===== config.mk =====
export PLATFORM = sky130hd
export DESIGN_NAME = rv_alu_pipeline
export DESIGN_NICKNAME = d
export VERILOG_FILES = /design/src/rtl/rv_alu_pipeline.sv
export SDC_FILE = /design/constraint.sdc
export NUM_CORES = 2
export LEC_CHECK = 0
export ABC_CLOCK_PERIOD_IN_PS = 6800
export CORE_MARGIN = 2
export CORE_UTILIZATION = 40
export DETAILED_ROUTE_END_ITERATION = 12
export DONT_BUFFER_PORTS = 1
export PLACE_DENSITY = 0.61
export SLEW_MARGIN = 15
export SYNTH_ARGS = -nofsm -noshare
export SYNTH_HDL_FRONTEND = slang
export SYNTH_SLANG_ARGS = --single-unit

===== constraint.sdc =====
create_clock -name clk -period 6.8 [get_ports clk]
set_input_delay 0.68 -clock clk [delete_from_list [all_inputs] [get_ports clk]]
set_output_delay 0.68 -clock clk [all_outputs]
set_load 0.01 [all_outputs]

===== src/rtl/rv_alu_pipeline.sv =====
// rv_alu_pipeline: five-stage in-order RV32I/RV64I register-immediate ALU
// pipeline (IF/ID/EX/MEM/WB) with LUI, selectable bypass or interlock,
// illegal-instruction flagging and a registered retire trace port.
// MEM is a pass-through stage held for the future load/store unit.
module rv_alu_pipeline #(
  parameter int unsigned     XLEN     = 32,
  parameter int unsigned     NREG     = 32,
  parameter int unsigned     FORWARD  = 1,
  parameter logic [XLEN-1:0] PC_RESET = '0
) (
  input  logic            clk,
  input  logic            rst_n,
  output logic [XLEN-1:0] imem_addr,
  input  logic [31:0]     imem_insn,
  input  logic            imem_valid,
  output logic            retire_valid,
  output logic [XLEN-1:0] retire_pc,
  output logic [4:0]      retire_rd,
  output logic [XLEN-1:0] retire_data,
  output logic            illegal,
  output logic [15:0]     stall_count
);

  localparam int RW  = $clog2(NREG);
  localparam int SHW = (XLEN == 64) ? 6 : 5;

  typedef enum logic [3:0] {
    OP_ADD, OP_SLT, OP_SLTU, OP_XOR, OP_OR, OP_AND, OP_SLL, OP_SRL, OP_SRA, OP_LUI
  } alu_op_e;

  logic [XLEN-1:0] pc_q, pc_d;
  logic            ifid_valid_q, ifid_valid_d;
  logic [XLEN-1:0] ifid_pc_q, ifid_pc_d;
  logic [31:0]     ifid_insn_q, ifid_insn_d;
  logic            idex_valid_q, idex_valid_d, idex_illegal_q, idex_illegal_d;
  logic            idex_uses_q, idex_uses_d;
  logic [XLEN-1:0] idex_pc_q, idex_pc_d, idex_a_q, idex_a_d, idex_imm_q, idex_imm_d;
  logic [4:0]      idex_rd_q, idex_rd_d, idex_rs1_q, idex_rs1_d;
  alu_op_e         idex_op_q, idex_op_d;
  logic            exmem_valid_q, exmem_valid_d, exmem_illegal_q, exmem_illegal_d;
  logic [XLEN-1:0] exmem_pc_q, exmem_pc_d, exmem_data_q, exmem_data_d;
  logic [4:0]      exmem_rd_q, exmem_rd_d;
  logic            wb_valid_q, wb_valid_d, wb_illegal_q, wb_illegal_d;
  logic [XLEN-1:0] wb_pc_q, wb_pc_d, wb_data_q, wb_data_d;
  logic [4:0]      wb_rd_q, wb_rd_d;
  logic [15:0]     stall_count_q, stall_count_d;
  logic [XLEN-1:0] rf_q [NREG];
  logic [XLEN-1:0] rf_d [NREG];

  logic [6:0]      opcode;
  logic [2:0]      funct3;
  logic [4:0]      rd_f, rs1_f;
  logic            dec_legal, dec_uses, shift_hi_zero, shift_hi_sra;
  alu_op_e         dec_op;
  logic [XLEN-1:0] dec_imm, rs1_val;
  logic            rf_wr_en, stall;
  logic [XLEN-1:0] ex_a, ex_result;
  logic [SHW-1:0]  shamt;

  assign opcode = ifid_insn_q[6:0];
  assign funct3 = ifid_insn_q[14:12];
  assign rd_f   = ifid_insn_q[11:7];
  assign rs1_f  = ifid_insn_q[19:15];

  // Decode the ID instruction into an ALU op, legality flag and immediate
  always_comb begin
    dec_legal     = 1'b0;
    dec_uses      = 1'b0;
    dec_op        = OP_ADD;
    dec_imm       = XLEN'($signed(ifid_insn_q[31:20]));
    shift_hi_zero = (XLEN == 64) ? (ifid_insn_q[31:26] == 6'b000000)
                                 : (ifid_insn_q[31:25] == 7'b0000000);
    shift_hi_sra  = (XLEN == 64) ? (ifid_insn_q[31:26] == 6'b010000)
                                 : (ifid_insn_q[31:25] == 7'b0100000);
    case (opcode)
      7'b0110111: begin
        dec_legal = 1'b1;
        dec_op    = OP_LUI;
        dec_imm   = XLEN'($signed({ifid_insn_q[31:12], 12'h000}));
      end
      7'b0010011: begin
        dec_uses  = 1'b1;
        dec_legal = 1'b1;
        case (funct3)
          3'b000:  dec_op = OP_ADD;
          3'b010:  dec_op = OP_SLT;
          3'b011:  dec_op = OP_SLTU;
          3'b100:  dec_op = OP_XOR;
          3'b110:  dec_op = OP_OR;
          3'b111:  dec_op = OP_AND;
          3'b001: begin
            dec_op    = OP_SLL;
            dec_legal = shift_hi_zero;
          end
          default: begin
            dec_op    = shift_hi_sra ? OP_SRA : OP_SRL;
            dec_legal = shift_hi_zero | shift_hi_sra;
          end
        endcase
      end
      default: dec_legal = 1'b0;
    endcase
    if ((32'(rd_f) >= NREG) || (dec_uses && (32'(rs1_f) >= NREG))) dec_legal = 1'b0;
  end

  // Register-file read with write-through from the retiring instruction
  always_comb begin
    rf_wr_en = wb_valid_q && !wb_illegal_q && (wb_rd_q != 5'd0);
    if (rs1_f == 5'd0)                      rs1_val = '0;
    else if (rf_wr_en && (wb_rd_q == rs1_f)) rs1_val = wb_data_q;
    else                                     rs1_val = rf_q[rs1_f[RW-1:0]];
  end

  // Interlock: hold ID while an older in-flight instruction still owns rs1
  always_comb begin
    stall = 1'b0;
    if ((FORWARD == 0) && ifid_valid_q && dec_legal && dec_uses && (rs1_f != 5'd0)) begin
      stall = (idex_valid_q && !idex_illegal_q && (idex_rd_q == rs1_f)) ||
              (exmem_valid_q && !exmem_illegal_q && (exmem_rd_q == rs1_f));
    end
  end

  // EX operand selection (bypass, EX/MEM first) and the ALU itself
  always_comb begin
    ex_a = idex_a_q;
    if ((FORWARD != 0) && idex_uses_q) begin
      if (exmem_valid_q && !exmem_illegal_q && (exmem_rd_q != 5'd0) && (exmem_rd_q == idex_rs1_q))
        ex_a = exmem_data_q;
      else if (wb_valid_q && !wb_illegal_q && (wb_rd_q != 5'd0) && (wb_rd_q == idex_rs1_q))
        ex_a = wb_data_q;
    end
    shamt = idex_imm_q[SHW-1:0];
    case (idex_op_q)
      OP_ADD:  ex_result = ex_a + idex_imm_q;
      OP_SLT:  ex_result = XLEN'($signed(ex_a) < $signed(idex_imm_q));
      OP_SLTU: ex_result = XLEN'(ex_a < idex_imm_q);
      OP_XOR:  ex_result = ex_a ^ idex_imm_q;
      OP_OR:   ex_result = ex_a | idex_imm_q;
      OP_AND:  ex_result = ex_a & idex_imm_q;
      OP_SLL:  ex_result = ex_a << shamt;
      OP_SRL:  ex_result = ex_a >> shamt;
      OP_SRA:  ex_result = XLEN'($signed(ex_a) >>> shamt);
      default: ex_result = idex_imm_q;
    endcase
  end

  // Next-state for every pipeline stage, the stall counter and the register file
  always_comb begin
    pc_d         = pc_q;
    ifid_valid_d = ifid_valid_q;
    ifid_pc_d    = ifid_pc_q;
    ifid_insn_d  = ifid_insn_q;
    if (!stall) begin
      ifid_valid_d = imem_valid;
      ifid_pc_d    = pc_q;
      ifid_insn_d  = imem_insn;
      if (imem_valid) pc_d = pc_q + XLEN'(4);
    end

    idex_valid_d   = ifid_valid_q && !stall;
    idex_illegal_d = !dec_legal;
    idex_uses_d    = dec_uses;
    idex_pc_d      = ifid_pc_q;
    idex_rd_d      = dec_legal ? rd_f : 5'd0;
    idex_rs1_d     = rs1_f;
    idex_op_d      = dec_op;
    idex_a_d       = rs1_val;
    idex_imm_d     = dec_imm;

    exmem_valid_d   = idex_valid_q;
    exmem_illegal_d = idex_illegal_q;
    exmem_pc_d      = idex_pc_q;
    exmem_rd_d      = idex_rd_q;
    exmem_data_d    = (idex_valid_q && !idex_illegal_q) ? ex_result : '0;

    wb_valid_d   = exmem_valid_q;
    wb_illegal_d = exmem_illegal_q;
    wb_pc_d      = exmem_pc_q;
    wb_rd_d      = exmem_rd_q;
    wb_data_d    = exmem_data_q;

    stall_count_d = stall_count_q;
    if (stall && (stall_count_q != 16'hFFFF)) stall_count_d = stall_count_q + 16'd1;

    rf_d = rf_q;
    if (rf_wr_en) rf_d[wb_rd_q[RW-1:0]] = wb_data_q;
  end

  // State registers; reset empties the pipe and clears the register file
  always_ff @(posedge clk or negedge rst_n) begin
    if (!rst_n) begin
      pc_q            <= PC_RESET;
      ifid_valid_q    <= 1'b0;
      ifid_pc_q       <= '0;
      ifid_insn_q     <= '0;
      idex_valid_q    <= 1'b0;
      idex_illegal_q  <= 1'b0;
      idex_uses_q     <= 1'b0;
      idex_pc_q       <= '0;
      idex_rd_q       <= '0;
      idex_rs1_q      <= '0;
      idex_op_q       <= OP_ADD;
      idex_a_q        <= '0;
      idex_imm_q      <= '0;
      exmem_valid_q   <= 1'b0;
      exmem_illegal_q <= 1'b0;
      exmem_pc_q      <= '0;
      exmem_rd_q      <= '0;
      exmem_data_q    <= '0;
      wb_valid_q      <= 1'b0;
      wb_illegal_q    <= 1'b0;
      wb_pc_q         <= '0;
      wb_rd_q         <= '0;
      wb_data_q       <= '0;
      stall_count_q   <= '0;
      for (int i = 0; i < NREG; i++) rf_q[i] <= '0;
    end else begin
      pc_q            <= pc_d;
      ifid_valid_q    <= ifid_valid_d;
      ifid_pc_q       <= ifid_pc_d;
      ifid_insn_q     <= ifid_insn_d;
      idex_valid_q    <= idex_valid_d;
      idex_illegal_q  <= idex_illegal_d;
      idex_uses_q     <= idex_uses_d;
      idex_pc_q       <= idex_pc_d;
      idex_rd_q       <= idex_rd_d;
      idex_rs1_q      <= idex_rs1_d;
      idex_op_q       <= idex_op_d;
      idex_a_q        <= idex_a_d;
      idex_imm_q      <= idex_imm_d;
      exmem_valid_q   <= exmem_valid_d;
      exmem_illegal_q <= exmem_illegal_d;
      exmem_pc_q      <= exmem_pc_d;
      exmem_rd_q      <= exmem_rd_d;
      exmem_data_q    <= exmem_data_d;
      wb_valid_q      <= wb_valid_d;
      wb_illegal_q    <= wb_illegal_d;
      wb_pc_q         <= wb_pc_d;
      wb_rd_q         <= wb_rd_d;
      wb_data_q       <= wb_data_d;
      stall_count_q   <= stall_count_d;
      for (int i = 0; i < NREG; i++) rf_q[i] <= rf_d[i];
    end
  end

  assign imem_addr    = pc_q;
  assign retire_valid = wb_valid_q;
  assign retire_pc    = wb_pc_q;
  assign retire_rd    = wb_rd_q;
  assign retire_data  = wb_data_q;
  assign illegal      = wb_valid_q && wb_illegal_q;
  assign stall_count  = stall_count_q;

endmodule


==> out/qor.txt <==
Status: completed
Clock skew: 0.0335 ns
Main synth FF type: dfrtp_1
Slew Limit Fails: 0
Root buffer cell: clkbuf_16
CTS tree: done
Crit path launch: retire_rd[0]
# DRC: 0
Arrival @ worst endpoint: 6.25 ns
Final Routed Wirelength: 212000 microns
Synth Area per Inst: 13.4 sq um
FP Rows: 148
Core ar.: 0.163 sq mm
Post-DP HPWL: 133000 microns
Worst skew pair latency: 0.80 ns
Sink of the worst hold path: imem_addr[3]
Synthesis-to-finish area growth: 11.9%
Yosys warns: 0
Height of the die: 408 microns
Gpl congestion: 1.05
Hold_sp: imem_valid
Startpoint Class: register
# nets final: 4925
CP max stage cell: o21ai_0
Detailed Routing Iterations Pass 1: 9
Final Cycle Share: 82.4%
CP top delay family: compound AO/OA/AOI/OAI gates
Seq/Total Area, Yosys: 52.3%
GR Util All Layers: 25.3%
LEAKAGE: 34.3 nW
Antenna violations before repair: 6
Die width: 408 microns
Largest cells by area after synthesis: dfrtp_1, mux2_2, mux4_2
Worst endpoint required time: 7.45 ns
WL/cell: 29.9 microns
Worst hold path cell count: 1
Die Footprint: 0.167 sq mm
First-pass GRT wire length: 312000 microns
PortBufs: 0
Worst VDD drop: 0.000281 V
Period minus WS final: 5.60 ns
Number of global-route vias before repair: 44100
CP max FO: 11
Final TNS setup: 0 ns
Pwr Density: 238 mW/mm^2
R2r setup slk: 1.20 ns
Design Area, Final: 0.0731 sq mm
# IOs: 154
Reg2reg start: retire_rd[0]
Syn Inst Count: 4893
MaxCap Viol Count: 0
Synth area leader: dfrtp_1
Worst path cell trace: or2_1 > o211a_1 > nand2_2 > nand2_1 > o21ai_0 > inv_1 > ha_1 > and3_1 > nand3_1 > a211oi_1 > a221o_1 > nand4_1 > a21o_1 > a221oi_1 > nor4_1 > a311oi_1 > o22ai_1
Relative slew slack: 22.3%
Final hold vios: 0
Remaining antenna violation count after routing: 0
R2R depth: 17
Async S/R FF share, synth: 100%
Vias per cell: 6.07
Top-area cell type share of the netlist area: 52.3%
Highest Clock Rate: 179 MHz
R2r endpoint: exmem_data_q[31]
Proportion of layout cells with a drive suffix above 1: 35.8%
Crit path largest cell delay: 0.83 ns
Mapped Area: 0.0654 sq mm
Clock Path Buffers: 3
Hold WC Path Type: input port to register
GRT overflow: 0
Post-DP Area: 0.0678 sq mm
Worst Max-Slew Pin Slew: 1.15 ns
Post-synth EDFFs: 0
CP Capture Type: register
CTS buffer count: 149
RSZ-0062 raised after global routing: false
DR vias: 43000
Iteration-0 DRC Markers: 4333
Setup violators final: 0
#FFs+latches synth: 1366
CTS clk-pin slew, worst paths: 0.06 ns
WP buf/inv: 1
# H-tree levels: 4
CTS Sinks: 1366
Crit Path Category: register to register
Distinct cells, synth: 92
Starting Density: 40.2%
Largest net degree at the start of global routing: 215
power breakdown:
group / internal (mW) / switching (mW) / total (mW)
registers: 8.25 / 0.153 / 8.41
clock network: 4.70 / 3.38 / 8.07
logic: 0.284 / 0.666 / 0.950
area by class of cell:
| class | count | area, sq um |
|---|---|---|
| diodes | 2 | 5.00 |
| clock buffers | 218 | 4330 |
| clock inverters | 48 | 532 |
| fillers | 14600 | 89500 |
| inverters | 91 | 342 |
| multi-input cells | 2989 | 29200 |
| flip-flops and latches | 1366 | 34200 |
| well taps | 2175 | 2720 |
| repair buffers | 187 | 1750 |
what timing repair did:
action / 4_1_cts / 5_1_grt
setup buffers: 0 / 0
endpoints found under the hold margin: 319 / 0
hold buffers: 35 / 0
gates resized for setup: 0 / 0
placed cells by master (no fill, tap or decap), types with 28 or more instances in the layout:
cell	n
a211oi_1	54
a21o_1	34
a21oi_1	166
a221oi_1	43
a22oi_1	29
a31oi_1	30
buf_4	138
clkbuf_1	38
clkbuf_16	152
clkbuf_8	28
dfrtp_1	1358
dlygate4sd3_1	34
ha_1	105
inv_1	86
mux2_2	1031
mux2i_1	109
mux4_2	261
nand2_1	121
nand3_1	42
nor2_1	188
nor2b_1	29
o211ai_1	55
o21ai_0	116
o22ai_1	62
o32a_1	29
xnor2_1	39
state kept, by name, summed over array words and instances (netlist names):
| signal | flops |
|---|---|
| idex_rs1_q | 5 |
| exmem_valid_d | 1 |
| exmem_data_q | 32 |
| exmem_illegal_d | 1 |
| rf_q | 1024 |
| idex_imm_q | 32 |
| idex_uses_q | 1 |
| imem_addr | 30 |
| retire_rd | 5 |
| exmem_rd_d | 5 |
| idex_pc_d | 30 |
| exmem_illegal_q | 1 |
| idex_valid_d | 1 |
| retire_valid | 1 |
| ifid_insn_q | 32 |
| wb_illegal_q | 1 |
| exmem_valid_q | 1 |
| exmem_rd_q | 5 |
| idex_a_q | 32 |
| retire_data | 32 |
| exmem_pc_d | 30 |
| exmem_pc_q | 30 |
| retire_pc | 30 |
| idex_op_q | 4 |
how the worst max path moves through the flow:
stage	end	slack [ns]	cells past startpoint
after floorplan	exmem_data_q[31]	2.34	22
after global placement	exmem_data_q[31]	1.45	17
after detailed placement	exmem_data_q[31]	1.32	17
after CTS	exmem_data_q[31]	1.29	17
after global routing	exmem_data_q[31]	0.91	19
final	exmem_data_q[31]	1.20	17
routing by layer:
metal | part of all wire (%) | wire (microns) | track usage [%]
met5 | 0.094 | 198 | 0
met2 | 46 | 97200 | 39.4
met4 | 3.8 | 8080 | 9.34
met3 | 7.0 | 14700 | 5.40
met1 | 43 | 91400 | 34.8
cells in the mapped netlist, types with 12 or more instances:
| cell | count |
|---|---|
| o31ai_1 | 14 |
| buf_1 | 82 |
| o21a_1 | 23 |
| mux2i_1 | 109 |
| a32oi_1 | 12 |
| and3_1 | 21 |
| a221oi_1 | 43 |
| nor4_1 | 13 |
| or3_1 | 14 |
| nand4_1 | 22 |
| mux2_2 | 1031 |
| a22oi_1 | 29 |
| dfrtp_1 | 1366 |
| nor2b_1 | 35 |
| a221o_1 | 13 |
| inv_1 | 87 |
| a31oi_1 | 30 |
| buf_2 | 18 |
| o21ai_0 | 116 |
| o211ai_1 | 55 |
| o32a_1 | 29 |
| a21o_1 | 34 |
| ha_1 | 105 |
| mux4_2 | 261 |
| a211oi_1 | 54 |
| xnor2_1 | 39 |
| nor3_1 | 21 |
| and2_1 | 23 |
| nand2_1 | 134 |
| o221ai_1 | 21 |
| xor2_1 | 15 |
| nand2b_1 | 25 |
| o22ai_1 | 62 |
| buf_4 | 23 |
| a21oi_1 | 166 |
| nor2_1 | 205 |
| clkbuf_1 | 337 |
| o31a_1 | 19 |
| nand3_1 | 43 |
per-stage QoR:
step,utilization [%],instances,worst slack [ns],hold slack (ns),total power [mW]
global route,45.0,7075,0.905,0.0239,18.0
floorplan,-,4912,2.34,0.331,8.98
finish,45.0,7076,1.20,0.0528,17.4
global placement,41.7,6770,1.45,0.331,9.46
detailed placement,41.7,6771,1.32,0.335,9.45
CTS,44.9,7072,1.29,0.00261,17.6
logic make-up after synthesis:
logic type,Yosys count,synth area share (%)
buf+inv,557,3.42
simple gates,587,4.30
mux,1401,28.4
compound gates,821,8.80
other cells,1,0.00574
xor+xnor,54,0.723
fa+ha+maj,106,2.04
flops,1366,52.3
No activity file was read; power rests on OpenSTA's default activity.
